File: src/rtl/display_sequencer.sv
// Display path controller for the clock: generates the counter tick,
// walks the digit mux, feeds each digit to the serial shift register over
// a load/busy handshake and finally pulses the display latch.
module display_sequencer #(
  parameter int unsigned TICK_DIV     = 1000,
  parameter int unsigned NUM_DIGITS   = 6,
  parameter int unsigned SEL_W        = 3,
  parameter int unsigned LATCH_CYCLES = 2
) (
  input  logic             i_clk,
  input  logic             i_rst_n,
  input  logic             i_srbusy,
  input  logic             i_force_refresh,
  output logic             o_srload,
  output logic [SEL_W-1:0] o_muxsel,
  output logic             o_latch,
  output logic             o_cnt_en,
  output logic             o_frame_busy
);

  localparam int unsigned PW = (TICK_DIV > 1) ? $clog2(TICK_DIV) : 1;
  localparam int unsigned LW = (LATCH_CYCLES > 1) ? $clog2(LATCH_CYCLES) : 1;

  localparam logic [PW-1:0]    PRE_LAST  = PW'(TICK_DIV - 1);
  localparam logic [SEL_W-1:0] SEL_FIRST = SEL_W'(NUM_DIGITS - 1);
  localparam logic [LW-1:0]    LAT_LAST  = LW'(LATCH_CYCLES - 1);

  typedef enum logic [2:0] {
    S_IDLE,
    S_LOAD,
    S_WAIT_START,
    S_WAIT_DONE,
    S_LATCH
  } state_t;

  state_t           state_q;
  logic [PW-1:0]    presc_q, presc_d;
  logic             cnt_en_q;
  logic             pend_q, pend_d;
  logic             srload_q;
  logic             latch_q;
  logic             fbusy_q;
  logic [SEL_W-1:0] muxsel_q;
  logic [LW-1:0]    lcnt_q;

  // Prescaler next value: free-running wrap at TICK_DIV-1.
  always_comb begin
    presc_d = (presc_q == PRE_LAST) ? '0 : presc_q + 1'b1;
  end

  // Prescaler and count-enable; the tick is registered from the next
  // count so it is high exactly while the count sits at TICK_DIV-1.
  always_ff @(posedge i_clk) begin
    if (!i_rst_n) begin
      presc_q  <= '0;
      cnt_en_q <= 1'b0;
    end else begin
      presc_q  <= presc_d;
      cnt_en_q <= (presc_d == PRE_LAST);
    end
  end

  // Pending refresh: new requests win over the IDLE consumption so a
  // request arriving on the frame-start cycle still gets its own frame.
  always_comb begin
    pend_d = pend_q;
    if (state_q == S_IDLE) begin
      pend_d = 1'b0;
    end
    if (cnt_en_q || i_force_refresh) begin
      pend_d = 1'b1;
    end
  end

  // Pending flag register; set out of reset so the display gets painted.
  always_ff @(posedge i_clk) begin
    if (!i_rst_n) begin
      pend_q <= 1'b1;
    end else begin
      pend_q <= pend_d;
    end
  end

  // Frame sequencer with registered strobes and mux select.
  always_ff @(posedge i_clk) begin
    if (!i_rst_n) begin
      state_q  <= S_IDLE;
      srload_q <= 1'b0;
      latch_q  <= 1'b0;
      fbusy_q  <= 1'b0;
      muxsel_q <= SEL_FIRST;
      lcnt_q   <= '0;
    end else begin
      srload_q <= 1'b0;
      case (state_q)
        S_IDLE: begin
          if (pend_q) begin
            muxsel_q <= SEL_FIRST;
            fbusy_q  <= 1'b1;
            state_q  <= S_LOAD;
          end
        end
        S_LOAD: begin
          if (!i_srbusy) begin
            srload_q <= 1'b1;
            state_q  <= S_WAIT_START;
          end
        end
        S_WAIT_START: begin
          if (i_srbusy) begin
            state_q <= S_WAIT_DONE;
          end
        end
        S_WAIT_DONE: begin
          if (!i_srbusy) begin
            if (muxsel_q == '0) begin
              latch_q <= 1'b1;
              lcnt_q  <= '0;
              state_q <= S_LATCH;
            end else begin
              muxsel_q <= muxsel_q - 1'b1;
              state_q  <= S_LOAD;
            end
          end
        end
        S_LATCH: begin
          if (lcnt_q == LAT_LAST) begin
            latch_q <= 1'b0;
            fbusy_q <= 1'b0;
            state_q <= S_IDLE;
          end else begin
            lcnt_q <= lcnt_q + 1'b1;
          end
        end
        default: begin
          state_q <= S_IDLE;
        end
      endcase
    end
  end

  assign o_srload     = srload_q;
  assign o_muxsel     = muxsel_q;
  assign o_latch      = latch_q;
  assign o_cnt_en     = cnt_en_q;
  assign o_frame_busy = fbusy_q;

endmodule

File: config.mk
export PLATFORM = sky130hd
export DESIGN_NAME = display_sequencer
export DESIGN_NICKNAME = d
export VERILOG_FILES = /design/src/rtl/display_sequencer.sv
export SDC_FILE = /design/constraint.sdc
export NUM_CORES = 1
export LEC_CHECK = 0
export CORE_MARGIN = 2
export CORE_UTILIZATION = 32
export CTS_CLUSTER_SIZE = 20
export DETAILED_ROUTE_END_ITERATION = 7
export PLACE_DENSITY = 0.6
export SKIP_CTS_REPAIR_TIMING = 1
export SLEW_MARGIN = 20
export SYNTH_ARGS = -nofsm -noshare
export SYNTH_HDL_FRONTEND = slang
export SYNTH_SLANG_ARGS = --single-unit
export TNS_END_PERCENT = 20
File: constraint.sdc
create_clock -name i_clk -period 2.15 [get_ports i_clk]
set_input_delay 0.43 -clock i_clk [delete_from_list [all_inputs] [get_ports i_clk]]
set_output_delay 0.43 -clock i_clk [all_outputs]
set_load 0.05 [all_outputs]
==> out/metrics.yaml, run 1 <==
wl_per_cell_um: 11.1
grt.total_usage: 0.116
wirelength_mm: 2.04
layout.nets: 147
finalHoldViolCount: 0
max_freq_mhz: 505
io_pins: 11
finalSetupViolations: 0
area.growth.synth_to_final_pct: 17.5
worst_pin_slew_ns: 0.499
vias: 888
grt_start_max_net_pins: 14
cts_made_buffers: 3
cts_tree: "done"
wl_met1_um: 928
wl_met2_mm: 1.02
multi_input_area_um2: 613
slew_headroom: 0.666
firstDrtPassIters: 4
chipWidth_um: 62.1
worst-path-max-fanout: 5
ys_seq_area_frac: 0.407
syn_inst: 126
crit_family: "buffers and inverters"
antenna_found_initial: 0
cts_sinks: 22
post-route-util: 0.387
setup_tns_ns: 0
drcViolationCount: 0
grt_remaining_overflow: 0
yosys_register_bits: 22
rows: 21
synthTopCellsByArea: "dfxtp_1 (41%), nor2_1 (4.9%), ha_1 (4.6%)"
skew_ns: 0.00748
power_density_nw_per_um2: 616
place_congestion: 0.803
cp_slowest_cell: "clkdlybuf4s50_1"
vias_per_cell: 4.83
initial_core_util: 0.329
place_hpwl_mm: 1.56
clockRootBuffer: "clkbuf_4"
rsz0062_at_grt: "no"
die_area_um2: 3860
grt_pass1_vias: 913
crit_required_ns: 1.72
diodes: 0
min_period_ns: 1.98
synthDominantCellAreaShare: 0.407
cpPeakStageDelay_ns: 0.83
path_class: "reg -> out"
syn_nets: 134
fin_crit_sh: 0.922
hold_path_class: "reg -> reg"
h-tree-depth: 1
cp.buffers_inverters: 1
p_leak_nw: 0.474
crit_chain: "clkdlybuf4s50_1"
place_inst: 180
synthDistinctLibCells: 32
ff_latch_area_um2: 440
max-vdd-ir-drop_v: 0.000292
yosys_warnings: 0
port_buffers: 10
clk_pin_slew_ns: 0.13
start_kind: "register"
grt_first_pass_wirelength_mm: 3.64
highest_layer: "met4"
cp-end-kind: "output port"
layout-drive-gt1-share: 0.0652
yosysTopAreaCell: "dfxtp_1"
syn_area_um2: 1080
clk_latency_ns: 0.32
cp.arrival_ns: 1.55
final_cell_count_no_fill: 184
met3_length_um: 76
detail-route-antenna-nets: 0
drv_slew: 0
p_total_w: 0.000783
clk_path_buf_depth: 2
max_cap_viol_count: 0
synth.avg_cell_area_um2: 8.58
drtIter0Drc: 25
die_y_um: 62.1
status: "complete, no violations"
core-area_um2: 3280
fillers: 352
flip-flops by register name, summed over array words and instances, names as in the netlist:
signal and flops:
o_muxsel 3, o_latch 1, lcnt_q 1, state_q 3, o_srload 1, presc_q 10
pend_q 1, o_cnt_en 1, o_frame_busy 1
kinds of logic after synthesis:
kind of cell	synth area share
xor+xnor	0.0405
compound gates	0.153
buf+inv	0.0255
fa+ha+maj	0.0463
mux	0.0185
simple gates	0.309
flops	0.407
area by class of cell:
type	instances	share of cell area
multi-input cells	97	0.483
inverters	4	0.0118
flip-flops and latches	22	0.347
clock buffers	4	0.0286
repair buffers	11	0.0847
well taps	46	0.0453
layout by cell type (no fill, tap or decap), types with 2 or more instances in the layout:
master | netlist | final
ha_1 | 4 | 4
xnor2_1 | 2 | 2
nand2_1 | 11 | 11
mux2i_1 | 2 | 2
inv_1 | 4 | 4
nor3_1 | 6 | 6
nor2b_1 | 5 | 5
o21ai_0 | 7 | 7
xor2_1 | 3 | 3
nor4_1 | 2 | 2
nand2b_1 | 8 | 8
dfxtp_1 | 22 | 22
a21oi_1 | 8 | 8
clkdlybuf4s50_1 | 0 | 10
nor3b_1 | 3 | 3
nand3_1 | 8 | 8
clkbuf_4 | 0 | 3
nor2_1 | 14 | 14
per-stage QoR:
step	worst slack, ns	cell area, µm²	hold WS (ns)
finish	0.168	1270	0.488
global route	0.0874	1270	0.536
CTS	0.154	1270	0.498
detailed placement	0.301	1230	0.462
global placement	0.368	1230	0.471
floorplan	0.416	1080	0.452
report_power, final:
group | switching [W] | internal, W | total [W]
logic | 0.0000577 | 0.0000438 | 0.000102
clock network | 0.000130 | 0.000104 | 0.000234
registers | 0.0000230 | 0.000424 | 0.000447
total | 0.000211 | 0.000572 | 0.000783
path summary, 6_finish.rpt:
kind	start	endpoint	slack, ns	cells past startpoint
max	o_muxsel[2]	o_muxsel[2]	0.17	1
min	o_cnt_en	pend_q	0.49	2
max reg2reg	presc_q[0]	o_cnt_en	0.41	6
min reg2reg	o_cnt_en	pend_q	0.49	2
per-layer routing:
layer  GRT usage  vias up
met1       0.123      416
met5           0        -
met4      0.0389        0
met2       0.212       11
met3      0.0399        2
li1            -      459
synthesized netlist by cell type (all sizes together):
cell type	number
a21boi	1
a21o	1
a21oi	9
a31oi	1
and2	1
buf	1
clkbuf	2
dfxtp	22
ha	4
inv	4
mux2i	2
nand2	11
nand2b	8
nand3	9
nand3b	1
nor2	14
nor2b	5
nor3	6
nor3b	3
nor4	2
nor4b	1
o211a	1
o21a	1
o21ai	7
o21bai	1
o31ai	1
o41ai	1
or3	1
xnor2	2
xor2	3
Power figures use the tool's default switching activity.
==> inputs of run 2 (changes only) <==
--- a/config.mk
+++ b/config.mk
@@ -9,7 +9,7 @@
 export CORE_UTILIZATION = 32
 export CTS_CLUSTER_SIZE = 20
 export DETAILED_ROUTE_END_ITERATION = 7
-export PLACE_DENSITY = 0.6
+export PLACE_DENSITY = 0.62
 export SKIP_CTS_REPAIR_TIMING = 1
 export SLEW_MARGIN = 20
 export SYNTH_ARGS = -nofsm -noshare
==> constraint.sdc (replaced) <==
create_clock -name i_clk -period 1.7 [get_ports i_clk]
set_input_delay 0.34 -clock i_clk [delete_from_list [all_inputs] [get_ports i_clk]]
set_output_delay 0.34 -clock i_clk [all_outputs]
set_load 0.05 [all_outputs]
==> run 2 against run 1 <==
Sequential share of layout area fell by 0.77 points. Routed wire length rose by 9.0%. Critical endpoint is now o_cnt_en. Sequential power rose by 26%. Via count rose by 2.3%. Combinational power rose by 46%.
==> out/metrics.yaml, run 2 (synthesis gave the netlist of run 1 again) <==
wl_per_cell_um: 11.7
comb_power_share: 0.156
status: "complete, no violations"
max_cap_viol_count: 0
met3_length_um: 87
fin_crit_sh: 0.915
diodes: 0
die_y_um: 62.1
switching_share: 0.281
core-area_um2: 3280
p_clk_frac: 0.255
min_path_cells: 2
cpPeakStageDelay_ns: 0.44
detail-route-antenna-nets: 0
max_freq_mhz: 643
worst_pin_slew_ns: 0.361
io_pins: 11
power.switching_w: 0.000269
vias_per_cell: 4.78
clk_pin_slew_ns: 0.13
crit_required_ns: 1.90
regMostFlops: "presc_q"
place_congestion: 0.767
wl_met1_um: 981
start_kind: "register"
clockRootBuffer: "clkbuf_4"
cp_slowest_cell: "o41ai_4"
rows: 21
port_buffers: 10
hold_path_class: "reg -> reg"
largest_reg_flops: 10
r2r_slack_ns: 0.15
grt.total_usage: 0.117
path_class: "reg -> reg"
drv_slew: 0
grt_start_max_net_pins: 12
wirelength_mm: 2.22
layout-drive-gt1-share: 0.188
firstDrtPassIters: 4
p_int_w: 0.000687
grt_pass1_vias: 889
max-vdd-ir-drop_v: 0.000654
layout_common_cells: "dfxtp_1 (20), buf_4 (15), nor2_1 (14)"
area.growth.synth_to_final_pct: 20.8
chipWidth_um: 62.1
cp-end-kind: "register"
slew_headroom: 0.757
skew_ns: 0.00846
die_area_um2: 3860
layout.nets: 154
crit_chain: "ha_1 > nand2_1 > o41ai_4 > a21oi_2 > nor4b_4"
p_leak_nw: 0.513
finalSetupViolations: 0
cts_tree: "done"
worst-path-max-fanout: 5
clk_path_buf_depth: 2
final_cell_count_no_fill: 190
place_hpwl_mm: 1.68
antenna_found_initial: 0
grt_first_pass_wirelength_mm: 3.81
setup_tns_ns: 0
place_inst: 187
reg2regPathDepth: 5
min_period_ns: 1.55
cp.arrival_ns: 1.76
crit_start: "presc_q[0]"
critical_path.endpoint: "o_cnt_en"
vias: 908
wl_met2_mm: 1.14
rsz0062_at_grt: "no"
power_density_nw_per_um2: 732
cts_made_buffers: 3
initial_core_util: 0.329
seq_power_share: 0.589
regToRegEndpoint: "o_cnt_en"
highest_layer: "met4"
fillers: 335
grt_remaining_overflow: 0
reg2reg_from: "presc_q[0]"
finalHoldViolCount: 0
drcViolationCount: 0
final_common_cell: "dfxtp_1"
cts_sinks: 22
drtIter0Drc: 26
clk_latency_ns: 0.31
h-tree-depth: 1
==> run 2: area by class of cell <==
| type | instances | area (µm²) | share of cell area |
|---|---|---|---|
| tap | 46 | 57.6 | 0.0441 |
| inverter | 4 | 15.0 | 0.0115 |
| clock buffer | 3 | 22.5 | 0.0172 |
| sequential | 22 | 443 | 0.339 |
| multi-input combinational | 97 | 626 | 0.479 |
| timing repair buffer | 18 | 143 | 0.109 |
==> run 2: stage by stage <==
stage | utilization | power (W) | hold slack [ns] | instance area [µm²] | setup slack, ns
2_1_floorplan | - | 0.000667 | 0.452 | 1080 | 0.158
3_3_place_gp | 0.387 | 0.000719 | 0.456 | 1270 | 0.0964
3_5_place_dp | 0.387 | 0.000723 | 0.461 | 1270 | -0.0242
4_1_cts | 0.394 | 0.000969 | 0.485 | 1290 | 0.0527
5_1_grt | 0.398 | 0.00101 | 0.512 | 1310 | 0.00944
6_report | 0.398 | 0.000956 | 0.474 | 1310 | 0.145
==> run 2: worst min-delay path by stage <==
stage               start    endpoint  slack (ns)
2_1_floorplan  presc_q[0]  presc_q[0]        0.45
3_3_place_gp     o_cnt_en      pend_q        0.46
3_5_place_dp     o_cnt_en      pend_q        0.46
4_1_cts          o_cnt_en      pend_q        0.48
5_1_grt          o_cnt_en      pend_q        0.51
6_report         o_cnt_en      pend_q        0.47
==> run 2: power groups by stage <==
stage	sequential [W]	clock [W]	combinational, W
after floorplan	0.000582	0	0.0000850
after global placement	0.000573	0	0.000145
after detailed placement	0.000575	0	0.000148
after CTS	0.000563	0.000256	0.000149
after global routing	0.000568	0.000279	0.000165
final	0.000564	0.000244	0.000149
==> run 2: critical path: cells and delay by family (launching register included) <==
family	cells	cell delay, ns
flip-flops	1	0.37
adder cells (fa/ha/maj)	1	0.24
AND/OR/NAND/NOR	2	0.33
AO/OA/AOI/OAI	2	0.51
==> run 2: layer usage <==
layer	vias up	GRT usage
met5	-	0
met4	0	0.0139
met3	4	0.0417
met2	20	0.213
met1	412	0.137
li1	472	-
==> inputs of run 3 (changes only) <==
--- a/config.mk
+++ b/config.mk
@@ -5,14 +5,13 @@
 export SDC_FILE = /design/constraint.sdc
 export NUM_CORES = 1
 export LEC_CHECK = 0
-export CORE_MARGIN = 2
 export CORE_UTILIZATION = 32
 export CTS_CLUSTER_SIZE = 20
 export DETAILED_ROUTE_END_ITERATION = 7
-export PLACE_DENSITY = 0.62
+export PLACE_DENSITY = 0.6
 export SKIP_CTS_REPAIR_TIMING = 1
 export SLEW_MARGIN = 20
 export SYNTH_ARGS = -nofsm -noshare
 export SYNTH_HDL_FRONTEND = slang
 export SYNTH_SLANG_ARGS = --single-unit
-export TNS_END_PERCENT = 20
+export TNS_END_PERCENT = 50
==> constraint.sdc (replaced) <==
create_clock -name i_clk -period 1.9 [get_ports i_clk]
set_input_delay 0.38 -clock i_clk [delete_from_list [all_inputs] [get_ports i_clk]]
set_output_delay 0.38 -clock i_clk [all_outputs]
set_load 0.05 [all_outputs]
==> run 3 against run 2 <==
Cell count down 3.7%. Clock power grew 5%. Flip-flop and latch count unchanged. Worst hold slack gained 0.021 ns. Utilization grew 0.91 points. Register-to-register slack improved by 0.07 ns. Critical path depth fell by 4. Sequential share of layout area up 0.70 points. Clock skew decreased by 0.0069 ns. Global-route usage grew 0.40 points. Worst setup slack worse by 0.074 ns. First-iteration DRC count shrank 31%.
==> out/metrics.yaml, run 3 (synthesis gave the netlist of run 1 again) <==
max-vdd-ir-drop_v: 0.000413
min_period_ns: 1.83
cts_made_buffers: 3
cp.arrival_ns: 1.45
seq_power_share: 0.578
chipWidth_um: 60.1
cp.buffers_inverters: 1
regMostFlops: "presc_q"
status: "complete, no violations"
rsz0062_at_grt: "no"
fillers: 326
power.switching_w: 0.000230
max_freq_mhz: 547
p_clk_frac: 0.291
rows: 20
crit_required_ns: 1.52
p_total_w: 0.000876
timing.final.ws_setup_ns: 0.0712
p_int_w: 0.000647
crit_chain: "clkdlybuf4s50_1"
detail-route-antenna-nets: 0
vias: 861
finalSetupViolations: 0
hold_path_class: "reg -> reg"
crit_family: "buffers and inverters"
layout_common_cells: "dfxtp_1 (22), nor2_1 (14), nand2_1 (11)"
port_buffers: 10
switching_share: 0.262
initial_core_util: 0.346
fin_crit_sh: 0.963
p_leak_nw: 0.517
skew_ns: 0.00159
place_ws_ns: 0.142
grt_remaining_overflow: 0
power_density_nw_per_um2: 689
antenna_found_initial: 0
firstDrtPassIters: 4
place_congestion: 0.774
clockRootBuffer: "clkbuf_4"
grt_start_max_net_pins: 14
area.growth.synth_to_final_pct: 17.7
layout.nets: 148
start_kind: "register"
cpPeakStageDelay_ns: 0.80
cp-end-kind: "output port"
place_hpwl_mm: 1.46
finalHoldViolCount: 0
worst_pin_slew_ns: 0.505
largest_reg_flops: 10
final_common_cell: "dfxtp_1"
comb_power_share: 0.131
clk_latency_ns: 0.30
cp_slowest_cell: "clkdlybuf4s50_1"
max_cap_viol_count: 0
wirelength_mm: 1.92
clk_path_buf_depth: 2
path_class: "reg -> out"
cts_tree: "done"
diodes: 0
core-area_um2: 3130
io_pins: 11
wl_per_cell_um: 10.5
worst-path-max-fanout: 2
drv_slew: 0
die_area_um2: 3610
vias_per_cell: 4.70
drtIter0Drc: 18
grt_pass1_vias: 819
grt_first_pass_wirelength_mm: 3.26
grt.total_usage: 0.121
drcViolationCount: 0
layout-drive-gt1-share: 0.0935
die_y_um: 60.1
clk_pin_slew_ns: 0.12
h-tree-depth: 1
cts_sinks: 22
slew_headroom: 0.663
setup_tns_ns: 0
[run 3: layer usage]
layer | vias to the layer above | GRT usage | wire, µm
met5 | - | 0 | 0
met4 | 0 | 0.0565 | 0
met3 | 0 | 0.0195 | 51
met2 | 10 | 0.214 | 969
met1 | 393 | 0.142 | 897
li1 | 458 | - | -
[run 3: path summary, 6_finish.rpt]
check                                start          to  slack [ns]  cells past startpoint
worst min-delay path              o_cnt_en      pend_q        0.49                      2
worst min register to register    o_cnt_en      pend_q        0.49                      2
worst max-delay path               o_latch     o_latch        0.07                      1
worst max register to register  presc_q[0]  presc_q[0]        0.22                      5
[run 3: stage by stage]
| step | instances | hold slack, ns | utilization | cell area (µm²) |
|---|---|---|---|---|
| final | 183 | 0.495 | 0.407 | 1270 |
| after global routing | 183 | 0.529 | 0.407 | 1270 |
| after CTS | 183 | 0.510 | 0.405 | 1270 |
| after detailed placement | 179 | 0.465 | 0.394 | 1230 |
| after global placement | 179 | 0.472 | 0.394 | 1230 |
| after floorplan | 126 | 0.452 | - | 1080 |
[run 3: cell type report]
| cell class | instances | area [µm²] | share of cell area |
|---|---|---|---|
| clock buffers | 4 | 36.3 | 0.0285 |
| repair buffers | 12 | 113 | 0.0885 |
| multi-input cells | 97 | 613 | 0.482 |
| inverters | 4 | 15.0 | 0.0118 |
| flip-flops and latches | 22 | 440 | 0.346 |
| well taps | 44 | 55.1 | 0.0433 |
[run 3: power by group through the flow]
| stage | clock (W) | combinational [W] | sequential (W) |
|---|---|---|---|
| floorplan | 0 | 0.0000760 | 0.000521 |
| global placement | 0 | 0.000114 | 0.000516 |
| detailed placement | 0 | 0.000116 | 0.000516 |
| CTS | 0.000269 | 0.000116 | 0.000506 |
| global route | 0.000290 | 0.000129 | 0.000511 |
| finish | 0.000255 | 0.000115 | 0.000507 |
